==> config.mk <==
export PLATFORM = sky130hd
export DESIGN_NAME = sdram_master_arbiter
export DESIGN_NICKNAME = d
export VERILOG_FILES = /design/src/rtl/sdram_arb_pkg.sv /design/src/rtl/rd_tag_fifo.sv /design/src/rtl/sdram_master_arbiter.sv
export SDC_FILE = /design/constraint.sdc
export NUM_CORES = 1
export LEC_CHECK = 0
export ABC_AREA = 1
export ABC_CLOCK_PERIOD_IN_PS = 5450
export CORE_ASPECT_RATIO = 0.5
export CORE_UTILIZATION = 25
export CTS_CLUSTER_DIAMETER = 200
export DETAILED_ROUTE_END_ITERATION = 8
export PLACE_DENSITY_LB_ADDON = 0.15
export SYNTH_ARGS = -nofsm -noshare
export SYNTH_HDL_FRONTEND = slang
export SYNTH_HIERARCHICAL = 1
export SYNTH_SLANG_ARGS = --single-unit
==> constraint.sdc <==
create_clock -name clk -period 5.45 [get_ports clk]
set_input_delay 0.545 -clock clk [delete_from_list [all_inputs] [get_ports clk]]
set_output_delay 0.545 -clock clk [all_outputs]
set_load 0.02 [all_outputs]
==> src/rtl/sdram_arb_pkg.sv <==
// Shared types and default sizing for the two-requester SDRAM arbiter.
package sdram_arb_pkg;

  typedef enum logic [1:0] {
    IDLE = 2'd0,
    OWN0 = 2'd1,
    OWN1 = 2'd2
  } arb_state_t;

  // Requester index; also the payload of each read-tag FIFO entry.
  typedef logic req_id_t;

  localparam int DEF_ADDRW    = 26;
  localparam int DEF_DATAW    = 32;
  localparam int DEF_RD_DEPTH = 8;

endpackage

==> src/rtl/rd_tag_fifo.sv <==
// Records which requester issued each outstanding read so returns can be routed in order.
module rd_tag_fifo
  import sdram_arb_pkg::*;
#(
  parameter int  DEPTH = DEF_RD_DEPTH,
  localparam int AW    = (DEPTH > 1) ? $clog2(DEPTH) : 1
) (
  input  logic          clk,
  input  logic          reset,
  input  logic          push,
  input  req_id_t       push_id,
  input  logic          pop,
  output req_id_t       head,
  output logic          full,
  output logic          empty,
  output logic [AW:0]   count
);

  localparam logic [AW:0] FULL_CNT = (AW+1)'(DEPTH);

  logic [DEPTH-1:0] mem;
  logic [AW-1:0]    wr_ptr, rd_ptr;
  logic             do_push, do_pop;

  assign full    = (count == FULL_CNT);
  assign empty   = (count == '0);
  assign do_push = push & ~full;
  assign do_pop  = pop & ~empty;
  assign head    = mem[rd_ptr];

  // DEPTH is a power of two, so the pointers wrap by plain overflow.
  always_ff @(posedge clk or posedge reset) begin
    if (reset) begin
      wr_ptr <= '0;
      rd_ptr <= '0;
      count  <= '0;
    end else begin
      if (do_push) wr_ptr <= wr_ptr + 1'b1;
      if (do_pop)  rd_ptr <= rd_ptr + 1'b1;
      case ({do_push, do_pop})
        2'b10:   count <= count + 1'b1;
        2'b01:   count <= count - 1'b1;
        default: ;
      endcase
    end
  end

  always_ff @(posedge clk) begin
    if (do_push) mem[wr_ptr] <= push_id;
  end

endmodule

==> src/rtl/sdram_master_arbiter.sv <==
// Round-robin arbiter sharing one Avalon-MM SDRAM master between two requesters,
// with in-order routing of pipelined read returns.
module sdram_master_arbiter
  import sdram_arb_pkg::*;
#(
  parameter int MASTER_ADDRESSWIDTH = DEF_ADDRW,
  parameter int DATAWIDTH           = DEF_DATAW,
  parameter int RD_DEPTH            = DEF_RD_DEPTH
) (
  input  logic                           clk,
  input  logic                           reset,
  input  logic [MASTER_ADDRESSWIDTH-1:0] r0_address,
  input  logic [DATAWIDTH-1:0]           r0_writedata,
  input  logic                           r0_write,
  input  logic                           r0_read,
  output logic                           r0_waitrequest,
  output logic [DATAWIDTH-1:0]           r0_readdata,
  output logic                           r0_readdatavalid,
  input  logic [MASTER_ADDRESSWIDTH-1:0] r1_address,
  input  logic [DATAWIDTH-1:0]           r1_writedata,
  input  logic                           r1_write,
  input  logic                           r1_read,
  output logic                           r1_waitrequest,
  output logic [DATAWIDTH-1:0]           r1_readdata,
  output logic                           r1_readdatavalid,
  output logic [MASTER_ADDRESSWIDTH-1:0] master_address,
  output logic [DATAWIDTH-1:0]           master_writedata,
  output logic                           master_write,
  output logic                           master_read,
  input  logic [DATAWIDTH-1:0]           master_readdata,
  input  logic                           master_readdatavalid,
  input  logic                           master_waitrequest,
  output logic                           busy,
  output logic                           err_unexpected_rdv
);

  localparam int CW = (RD_DEPTH > 1) ? $clog2(RD_DEPTH) : 1;

  arb_state_t state, state_nxt;
  req_id_t    prio, prio_nxt;   // requester favoured on a tie
  req_id_t    owner, tag_head;
  logic       push, tag_full, tag_empty, rdv_hit;
  logic       own_read, own_write, own_wait;
  logic [MASTER_ADDRESSWIDTH-1:0] own_address;
  logic [DATAWIDTH-1:0]           own_writedata;
  logic [CW:0]                    tag_count;

  assign owner         = (state == OWN1);
  assign own_read      = owner ? r1_read      : r0_read;
  assign own_write     = owner ? r1_write     : r0_write;
  assign own_address   = owner ? r1_address   : r0_address;
  assign own_writedata = owner ? r1_writedata : r0_writedata;
  // A full tag FIFO stalls reads only; the stall ignores any same-cycle return.
  assign own_wait      = master_waitrequest | (own_read & tag_full);

  always_comb begin
    state_nxt        = state;
    prio_nxt         = prio;
    push             = 1'b0;
    master_address   = '0;
    master_writedata = '0;
    master_read      = 1'b0;
    master_write     = 1'b0;
    r0_waitrequest   = 1'b1;
    r1_waitrequest   = 1'b1;
    case (state)
      IDLE: begin
        if ((r0_read | r0_write) && (!(r1_read | r1_write) || prio == 1'b0))
          state_nxt = OWN0;
        else if (r1_read | r1_write)
          state_nxt = OWN1;
      end
      OWN0, OWN1: begin
        master_address   = own_address;
        master_writedata = own_writedata;
        master_write     = own_write;
        master_read      = own_read & ~tag_full;
        if (owner) r1_waitrequest = own_wait;
        else       r0_waitrequest = own_wait;
        if ((master_read | master_write) && !master_waitrequest) begin
          state_nxt = IDLE;
          prio_nxt  = ~owner;
          push      = master_read;
        end else if (!own_read && !own_write) begin
          state_nxt = IDLE;
        end
      end
      default: state_nxt = IDLE;
    endcase
  end

  always_ff @(posedge clk or posedge reset) begin
    if (reset) begin
      state              <= IDLE;
      prio               <= 1'b0;
      err_unexpected_rdv <= 1'b0;
    end else begin
      state <= state_nxt;
      prio  <= prio_nxt;
      if (master_readdatavalid && tag_empty) err_unexpected_rdv <= 1'b1;
    end
  end

  rd_tag_fifo #(.DEPTH(RD_DEPTH)) u_tags (
    .clk     (clk),
    .reset   (reset),
    .push    (push),
    .push_id (owner),
    .pop     (master_readdatavalid),
    .head    (tag_head),
    .full    (tag_full),
    .empty   (tag_empty),
    .count   (tag_count)
  );

  assign rdv_hit          = master_readdatavalid & ~tag_empty;
  assign r0_readdatavalid = rdv_hit & (tag_head == 1'b0);
  assign r1_readdatavalid = rdv_hit & (tag_head == 1'b1);
  assign r0_readdata      = master_readdata;
  assign r1_readdata      = master_readdata;
  assign busy             = (state != IDLE) | ~tag_empty;

endmodule

==> metrics.yaml, run 1 <==
cells_and_area:
  nets: 593
  antenna_cells: 0
  syn_to_final_growth_pct: 66.3
  final_common_cell: "clkdlybuf4s50_1"
  layout-drive-gt1-share_pct: 3.97
  final_cell_mix: "189 x clkdlybuf4s50_1, 58 x a22o_1, 55 x nand2_1"
clock_network:
  root_buffer: "clkbuf_16"
  clk_latency_ns: 0.25
  cts_tree: "built"
  post-cts-setup-buffer-count: 0
  numClockSinks: 22
  ctsHoldBuffers: 0
  cts_buffer_depth: 2
  cts-buffers-inserted: 3
  cts_htree_levels: 1
  clkTransAtPathRegs_ns: 0.06
  cts_resized: 0
floorplanning:
  coreArea_um2: 9040
  num_io_pins: 286
  chipWidth_um: 141
  die_y_um: 71.6
  fp-row-count: 24
  die-area_um2: 10100
  start_util_pct: 26.8
sta:
  slew_violations: 0
  skew_ns: 0.00138
  setup_viol: 0
  hold_ws_ns: 0.455
  fmax_mhz: 278
  finalCritPeriodShare_pct: 66.0
  worst_slew_pin_slew_ns: 1.04
  min_period_ns: 3.59
  rsz0062_at_grt: "false"
  setup_tns_ns: 0
  slew_headroom_pct: 30.8
  hold_viol: 0
global_route:
  grt_usage_pct: 20.0
  grt_overflow: 0
  antenna_found_initial: 0
  grt_max_degree: 60
  grt_pass1_wl_um: 15000
  grt_pass1_vias: 2414
worst_setup_path:
  r2r_slack_ns: 2.34
  cp_top_family: "buffers and inverters"
  rr_worst_depth: 14
  slowest_stage: "inv_2"
  required_ns: 4.91
  path_cells: "inv_1 -> ha_1 -> nand2_1 -> inv_2 -> a22o_1 -> clkdlybuf4s50_1"
  path_max_fanout: 59
  path_class: "register to primary output"
  worst_setup_path_start_kind: "register"
  timing.rr.end: "u_tags/count[3]"
  r2r_start: "state[0]"
  crit_path_end_kind: "primary output"
  crit_buf_inv: 3
  crit_path_start: "state[0]"
  cp_slowest_stage_delay_ns: 0.76
  worstPathArrival_ns: 3.05
synth:
  synth_seq_cells: 22
  ys.flop_type: "dfrtp_1"
  postSynthAreaPerCell_um2: 7.76
  synth_compound_area_share_pct: 22.8
  async_reset_ff_share_pct: 63.6
  ys_types: 29
  synth_top_family_by_area: "buffers and inverters"
  ys_warn_count: 6
  ys_seq_area_share_pct: 24.4
  synth.cell_area_um2: 2420
  synthAdderAreaFrac_pct: 4.44
  synth_cells: 312
  synth_simple_gate_area_share_pct: 17.6
  synthXorXnorAreaFrac_pct: 2.17
  synthMuxAreaShare_pct: 0
  synth_edf_count: 8
  syn_nets: 476
placed_design:
  dp_hpwl_um: 8480
  port_buffers: 189
  place.gp.congestion: 0.827
route:
  routedWlPerCell_um: 18.9
  routed_via_density: 4.41
  firstDrtPassIters: 4
  drc: 0
  wirelength_um: 10500
  antenna_left: 0
  vias: 2463
  dr.first_iter.drc_count: 156
flow_run:
  cap_violations: 0
worst_hold_path:
  hold_path_class: "register to register"
  whs_endpoint: "err_unexpected_rdv"
  worstHoldStart: "err_unexpected_rdv"
  holdPathStages: 1
power_and_ir_drop:
  irDropWorstVdd_uv: 225
  p_leak_nw: 1.72
  power.density_nw_per_um2: 564
run_status:
  status: "complete, no violations"
final cells by class:
type	instances	area [um2]
Clock buffer	3	75.1
Sequential cell	22	591
Inverter	34	128
Timing Repair Buffer	190	1900
Fill cell	904	5010
Multi-Input combinational cell	178	1140
Tap cell	130	163
Clock inverter	1	30.0
layer usage:
layer	global-route usage [%]	up-vias	routed length, um
met5	0	-	0
met4	3.50	0	93
met3	5.21	11	560
met2	28.9	79	4500
met1	29.7	1154	5360
li1	-	1219	-
power breakdown:
group / internal [mW] / leakage [nW] / total (mW) / switching (mW)
Sequential: 0.232 / 0.242 / 0.291 / 0.0585
Clock: 0.146 / 0.0511 / 0.206 / 0.0599
Combinational: 0.823 / 1.43 / 1.77 / 0.951
worst max-delay path by stage:
stage	end	slack [ns]	cells after the start
finish	master_writedata[14]	1.86	6
global route	master_writedata[16]	1.60	6
CTS	master_writedata[16]	1.84	6
detailed placement	master_writedata[16]	2.14	6
global placement	master_writedata[16]	2.15	6
floorplan	u_tags/count[3]	2.77	15
synthesized netlist by cell type (all sizes together), types with 2 or more instances:
| library cell | n | area [um2] |
|---|---|---|
| a22o | 58 | 508 |
| edfxtp | 8 | 240 |
| xnor2 | 4 | 35.0 |
| buf | 77 | 562 |
| ha | 7 | 87.6 |
| dfrtp | 14 | 350 |
| nor2 | 18 | 75.1 |
| xor2 | 2 | 17.5 |
| o21ai | 5 | 25.0 |
| nand3 | 8 | 45.0 |
| nor3 | 10 | 50.1 |
| inv | 34 | 128 |
| nand2 | 59 | 236 |
through the flow:
stage	instance area, um2	setup WS (ns)	total power [mW]	instances	utilization, %
floorplan	2420	2.77	1.38	312	-
global placement	3920	2.15	2.06	554	43.4
detailed placement	3920	2.14	2.05	554	43.4
CTS	4030	1.84	2.28	558	44.6
global route	4030	1.60	2.41	558	44.6
finish	4030	1.86	2.27	558	44.6
sequential cells by signal (all words and copies together) (netlist names):
| name | count |
|---|---|
| prio | 1 |
| err_unexpected_rdv | 1 |
| u_tags/wr_ptr | 3 |
| u_tags/mem | 8 |
| u_tags/count | 4 |
| u_tags/rd_ptr | 3 |
| state | 2 |
kinds of logic (layout without fill, tap and decap cells):
family          after synthesis  in the layout
buf+inv                     112            228
simple gates                 98             98
compound gates               66             66
flops                        22             22
fa+ha+maj                     8              8
xor+xnor                      6              6
(Power assumes the default switching activity.)
==> inputs of run 2 (changes only) <==
- ABC_CLOCK_PERIOD_IN_PS: 5450 -> 3700
- clock period: 5.45 -> 3.7 ns (I/O delays scaled with it)
==> metrics.yaml, run 2 (synthesized netlist as in run 1, its figures left out) <==
sta:
  hold_ws_ns: 0.336  # was 0.455 ns
  skew_ns: 0.00222  # was 0.00138 ns
  hold_viol: 0  # unchanged
  worst_slew_pin_slew_ns: 0.635  # was 1.04 ns
  finalCritPeriodShare_pct: 84.7
  fmax_mhz: 319
  min_period_ns: 3.13
  setup_tns_ns: 0  # unchanged
  rsz0062_at_grt: "false"  # unchanged
  setup_viol: 0  # unchanged
  slew_headroom_pct: 57.7  # was 30.8%
  slew_violations: 0  # unchanged
worst_setup_path:
  crit_end: "master_address[17]"  # was master_writedata[14]
  worstPathArrival_ns: 2.76  # was 3.05 ns
  timing.rr.end: "u_tags/count[3]"  # unchanged
  rr_worst_depth: 14  # unchanged
  r2r_slack_ns: 0.73  # was 2.34 ns
  crit_path_end_kind: "primary output"  # unchanged
  cp_slowest_stage_delay_ns: 0.62  # was 0.76 ns
  crit_path_start: "state[0]"  # unchanged
  path_class: "register to primary output"  # unchanged
  slowest_stage: "clkdlybuf4s50_1"  # was inv_2
  worst_setup_path_start_kind: "register"  # unchanged
  path_max_fanout: 36  # was 59
  required_ns: 3.33  # was 4.91 ns
  path_cells: "inv_1 -> ha_1 -> nand2_1 -> inv_2 -> buf_12 -> a22o_1 -> clkdlybuf4s50_1"  # was inv_1 -> ha_1 -> nand2_1 -> inv_2 -> a22o_1 -> clkdlybuf4s50_1
  r2r_start: "state[0]"  # unchanged
global_route:
  met2_usage_pct: 26.5  # was 28.9%
  use_met3_pct: 5.48  # was 5.21%
  grt_pass1_wl_um: 14300  # was 15000 um
  antenna_found_initial: 0  # unchanged
  gr-max-usage-layer: "met1"  # unchanged
  grt_pass1_vias: 2242  # was 2414
  grt_use_met1_pct: 29.7  # about the same
  grt_max_degree: 60  # unchanged
  grt_usage_pct: 19.3  # was 20.0%
  grt_overflow: 0  # unchanged
power_and_ir_drop:
  pwr-share-comb_pct: 80.0  # was 78.1%
  p_sw_share_pct: 47.7  # was 47.1%
  p_leak_nw: 1.72  # about the same
  p_total_mw: 3.27  # was 2.27 mW
  p_switching_mw: 1.56  # was 1.07 mW
  clkPwrFrac_pct: 6.9  # was 9.1%
  irDropWorstVdd_uv: 356  # was 225 uV
  power.density_nw_per_um2: 813  # was 564 nW/um2
  seq_power_share_pct: 13.1  # was 12.8%
  internal-power_mw: 1.71  # was 1.20 mW
run_status:
  status: "complete, no violations"  # unchanged
floorplanning:
  fp-row-count: 24  # unchanged
  coreArea_um2: 9040  # unchanged
  start_util_pct: 26.8  # unchanged
  num_io_pins: 286  # unchanged
  die_y_um: 71.6  # unchanged
  chipWidth_um: 141  # unchanged
  die-area_um2: 10100  # unchanged
clock_network:
  post-cts-setup-buffer-count: 0  # unchanged
  cts-buffers-inserted: 3  # unchanged
  root_buffer: "clkbuf_16"  # unchanged
  clkTransAtPathRegs_ns: 0.06  # about the same
  numClockSinks: 22  # unchanged
  cts_buffer_depth: 2  # unchanged
  cts_tree: "built"  # unchanged
  cts_resized: 0  # unchanged
  clk_latency_ns: 0.25  # about the same
  ctsHoldBuffers: 0  # unchanged
  cts_htree_levels: 1  # unchanged
placed_design:
  place.gp.congestion: 0.852  # was 0.827
  dp_hpwl_um: 8550  # was 8480 um
  place_area_um2: 3940  # was 3920 um2
  dp_cells: 555  # was 554
  port_buffers: 189  # unchanged
cells_and_area:
  layout-drive-gt1-share_pct: 3.96  # was 3.97%
  syn_to_final_growth_pct: 66.1  # was 66.3%
  top_register: "u_tags/mem"  # unchanged
  final_area_um2: 4020  # was 4030 um2
  final_common_cell: "clkdlybuf4s50_1"  # unchanged
  antenna_cells: 0  # unchanged
  layoutNonFillerInstCount: 559  # was 558
  reg_top3: "u_tags/mem: 8 flops, u_tags/count: 4 flops"  # unchanged
  nets: 594  # was 593
  largest_register_ffs: 8  # unchanged
  final_cell_mix: "189 x clkdlybuf4s50_1, 58 x a22o_1, 55 x nand2_1"  # unchanged
route:
  routed_via_density: 4.29  # was 4.41
  routedWlPerCell_um: 18.5  # was 18.9 um
  wirelength_um: 10400  # was 10500 um
  firstDrtPassIters: 4  # unchanged
  dr.first_iter.drc_count: 165  # was 156
  drc: 0  # unchanged
  antenna_left: 0  # unchanged
  vias: 2399  # was 2463
worst_hold_path:
  hold_path_class: "input pin to async pin"  # was register to register
flow_run:
  cap_violations: 0  # unchanged
-- run 2: worst min-delay path by stage --
stage                       startpoint                 end  slack [ns]  cells after the start
global placement    err_unexpected_rdv  err_unexpected_rdv        0.45                      1
CTS                              reset  err_unexpected_rdv        0.34                      2
global route                     reset            state[1]        0.37                      2
floorplan                        reset  err_unexpected_rdv        0.14                      1
finish                           reset            state[1]        0.34                      2
detailed placement  err_unexpected_rdv  err_unexpected_rdv        0.46                      1
-- run 2: area by class of cell --
type,count,area [um2]
Fill cell,902,5020
Timing Repair Buffer,191,1920
Multi-Input combinational cell,178,1140
Sequential cell,22,591
Tap cell,130,163
Inverter,34,128
Clock buffer,3,75.1
Clock inverter,1,3.75
-- run 2: layer usage --
layer	part of all wire, %	up-vias
li1	-	1220
met1	48	1083
met2	42	85
met3	8.7	11
met4	0.88	0
met5	0	-
-- run 2: power groups by stage --
| stage | clock network [mW] | logic, mW | registers, mW |
|---|---|---|---|
| global route | 0.239 | 2.80 | 0.441 |
| floorplan | 0 | 1.63 | 0.404 |
| global placement | 0 | 2.62 | 0.435 |
| detailed placement | 0 | 2.60 | 0.433 |
| CTS | 0.234 | 2.63 | 0.431 |
| finish | 0.225 | 2.62 | 0.429 |
-- run 2: worst max-delay path, delay by kind of cell (launching register included) --
| kind | cells | cell delay, ns |
|---|---|---|
| AO/OA/AOI/OAI | 1 | 0.18 |
| adder cells (fa/ha/maj) | 1 | 0.49 |
| buffers and inverters | 4 | 1.33 |
| flip-flops | 1 | 0.37 |
| AND/OR/NAND/NOR | 1 | 0.12 |
-- run 2: stage by stage --
| stage | setup slack [ns] | util (%) |
|---|---|---|
| after floorplan | 1.02 | - |
| after global placement | 0.825 | 43.6 |
| after detailed placement | 0.744 | 43.6 |
| after CTS | 0.542 | 44.5 |
| after global routing | 0.376 | 44.5 |
| final | 0.565 | 44.5 |
==> inputs of run 3 (changes only) <==
- ABC_CLOCK_PERIOD_IN_PS: 3700 -> 3300
- clock period: 3.7 -> 3.3 ns (I/O delays scaled with it)
==> metrics.yaml, run 3 (synthesized netlist as in run 1, its figures left out) <==
route:
  vias: 2477  # was 2399
  wirelength_um: 10200  # was 10400 um
  dr.first_iter.drc_count: 133  # was 165
  routedWlPerCell_um: 18.3  # was 18.5 um
  drc: 0  # unchanged
  routed_via_density: 4.43  # was 4.29
  firstDrtPassIters: 4  # unchanged
  antenna_left: 0  # unchanged
floorplanning:
  die_y_um: 71.6  # unchanged
  num_io_pins: 286  # unchanged
  chipWidth_um: 141  # unchanged
  coreArea_um2: 9040  # unchanged
  die-area_um2: 10100  # unchanged
  fp-row-count: 24  # unchanged
  start_util_pct: 26.8  # unchanged
worst_setup_path:
  crit_path_end_kind: "primary output"  # unchanged
  crit_path_start: "state[0]"  # unchanged
  worstPathArrival_ns: 2.67  # was 2.76 ns
  cp_slowest_stage_delay_ns: 0.62  # about the same
  worst_setup_path_start_kind: "register"  # unchanged
  r2r_start: "state[0]"  # unchanged
  worst-path-stages: 7  # unchanged
  crit_buf_inv: 4  # unchanged
  path_max_fanout: 45  # was 36
  path_cells: "inv_1 -> ha_1 -> nand2_1 -> inv_2 -> buf_12 -> a22o_1 -> clkdlybuf4s50_1"  # unchanged
  required_ns: 2.97  # was 3.33 ns
  slowest_stage: "clkdlybuf4s50_1"  # unchanged
  path_class: "register to primary output"  # unchanged
  rr_worst_depth: 14  # unchanged
  cp_top_family: "buffers and inverters"  # unchanged
run_status:
  status: "complete, no violations"  # unchanged
clock_network:
  cts_buffer_depth: 2  # unchanged
  post-cts-setup-buffer-count: 0  # unchanged
  ctsHoldBuffers: 0  # unchanged
  clk_latency_ns: 0.25  # about the same
  cts_tree: "built"  # unchanged
  cts-buffers-inserted: 3  # unchanged
  cts_htree_levels: 1  # unchanged
  root_buffer: "clkbuf_16"  # unchanged
  clkTransAtPathRegs_ns: 0.06  # about the same
  cts_resized: 0  # unchanged
  numClockSinks: 22  # unchanged
cells_and_area:
  final_common_cell: "clkdlybuf4s50_1"  # unchanged
  reg_top3: "u_tags/mem: 8 flops, u_tags/count: 4 flops"  # unchanged
  antenna_cells: 0  # unchanged
  final_cell_mix: "189 x clkdlybuf4s50_1, 58 x a22o_1, 55 x nand2_1"  # unchanged
  layout-drive-gt1-share_pct: 4.20  # was 3.96%
  syn_to_final_growth_pct: 67.7  # was 66.1%
  n_fill_cell: 874  # was 902
  largest_register_ffs: 8  # unchanged
  nets: 594  # unchanged
  top_register: "u_tags/mem"  # unchanged
placed_design:
  place.gp.congestion: 0.864  # was 0.852
  port_buffers: 189  # unchanged
  dp_hpwl_um: 8420  # was 8550 um
global_route:
  grt_overflow: 0  # unchanged
  grt_pass1_wl_um: 14800  # was 14300 um
  antenna_found_initial: 0  # unchanged
  grt_pass1_vias: 2431  # was 2242
  grt_usage_pct: 19.9  # was 19.3%
  grt_max_degree: 46  # was 60
power_and_ir_drop:
  clkPwrFrac_pct: 8.8  # was 6.9%
  p_switching_mw: 1.76  # was 1.56 mW
  pwr-share-comb_pct: 78.6  # was 80.0%
  internal-power_mw: 2.02  # was 1.71 mW
  p_total_mw: 3.79  # was 3.27 mW
  p_sw_share_pct: 46.5  # was 47.7%
  irDropWorstVdd_uv: 415  # was 356 uV
  seq_power_share_pct: 12.6  # was 13.1%
  power.density_nw_per_um2: 932  # was 813 nW/um2
  p_leak_nw: 1.73  # was 1.72 nW
sta:
  slew_headroom_pct: 65.5  # was 57.7%
  worst_slew_pin_slew_ns: 0.518  # was 0.635 ns
  skew_ns: 0.00156  # was 0.00222 ns
  rsz0062_at_grt: "false"  # unchanged
  setup_viol: 0  # unchanged
  fmax_mhz: 333
  finalCritPeriodShare_pct: 91.0
  slew_violations: 0  # unchanged
  min_period_ns: 3.00
  hold_viol: 0  # unchanged
  setup_tns_ns: 0  # unchanged
flow_run:
  cap_violations: 0  # unchanged
worst_hold_path:
  hold_path_class: "input pin to async pin"  # unchanged
run 3: cell types whose count changed in the layout (fill, tap and decap cells not counted), sizes merged:
| cell | change |
|---|---|
| bufinv | +1 |
| clkinv | -1 |
run 3: layer usage:
metal	GRT usage, %	vias up	part of all wire, %
li1	-	1228	-
met1	28.5	1141	43
met2	29.2	94	44
met3	6.28	14	11
met4	4.11	0	1.3
met5	0	-	0
run 3: layout make-up:
cell class | count | area, um2 | share of cell area (%)
flip-flops and latches | 22 | 591 | 14.5
repair buffers | 191 | 1930 | 47.6
multi-input cells | 178 | 1140 | 28.2
clock buffers | 3 | 75.1 | 1.85
well taps | 130 | 163 | 4.00
clock inverters | 1 | 30.0 | 0.739
inverters | 34 | 128 | 3.14
run 3: worst paths after layout:
path,endpoint,slack [ns]
min in group clk,err_unexpected_rdv,0.46
min,err_unexpected_rdv,0.30
max in group asynchronous,u_tags/wr_ptr[1],2.60
max reg2reg,u_tags/count[3],0.34
max,master_writedata[20],0.30
min reg2reg,err_unexpected_rdv,0.46
run 3: power groups by stage:
| stage | Combinational [mW] | Sequential, mW | Clock (mW) |
|---|---|---|---|
| final | 2.98 | 0.477 | 0.333 |
| after global routing | 3.21 | 0.496 | 0.353 |
| after CTS | 3.00 | 0.478 | 0.342 |
| after detailed placement | 2.95 | 0.483 | 0 |
| after global placement | 2.98 | 0.484 | 0 |
| after floorplan | 1.83 | 0.453 | 0 |
run 3: worst register-to-register path, stage by stage, from the launching register on:
cell and delay (ns):
dfrtp_1 0.37, inv_1 0.08, ha_1 0.48, inv_2 0.11
nand2_1 0.08, nand3_1 0.10, nor3_1 0.34, nand2_4 0.18
ha_1 0.31, ha_1 0.31, or2_2 0.29, nand2_1 0.07
nand2_1 0.04, nand3_1 0.05, nand2_1 0.05
run 3: per-stage QoR:
stage,hold slack (ns),instance area (um2),instances,utilization (%),worst slack (ns)
finish,0.302,4060,559,44.9,0.297
global route,0.337,4060,559,44.9,0.0535
CTS,0.304,4060,559,44.9,0.306
detailed placement,0.451,3960,555,43.8,0.384
global placement,0.446,3960,555,43.8,0.443
floorplan,0.0961,2420,312,-,0.623
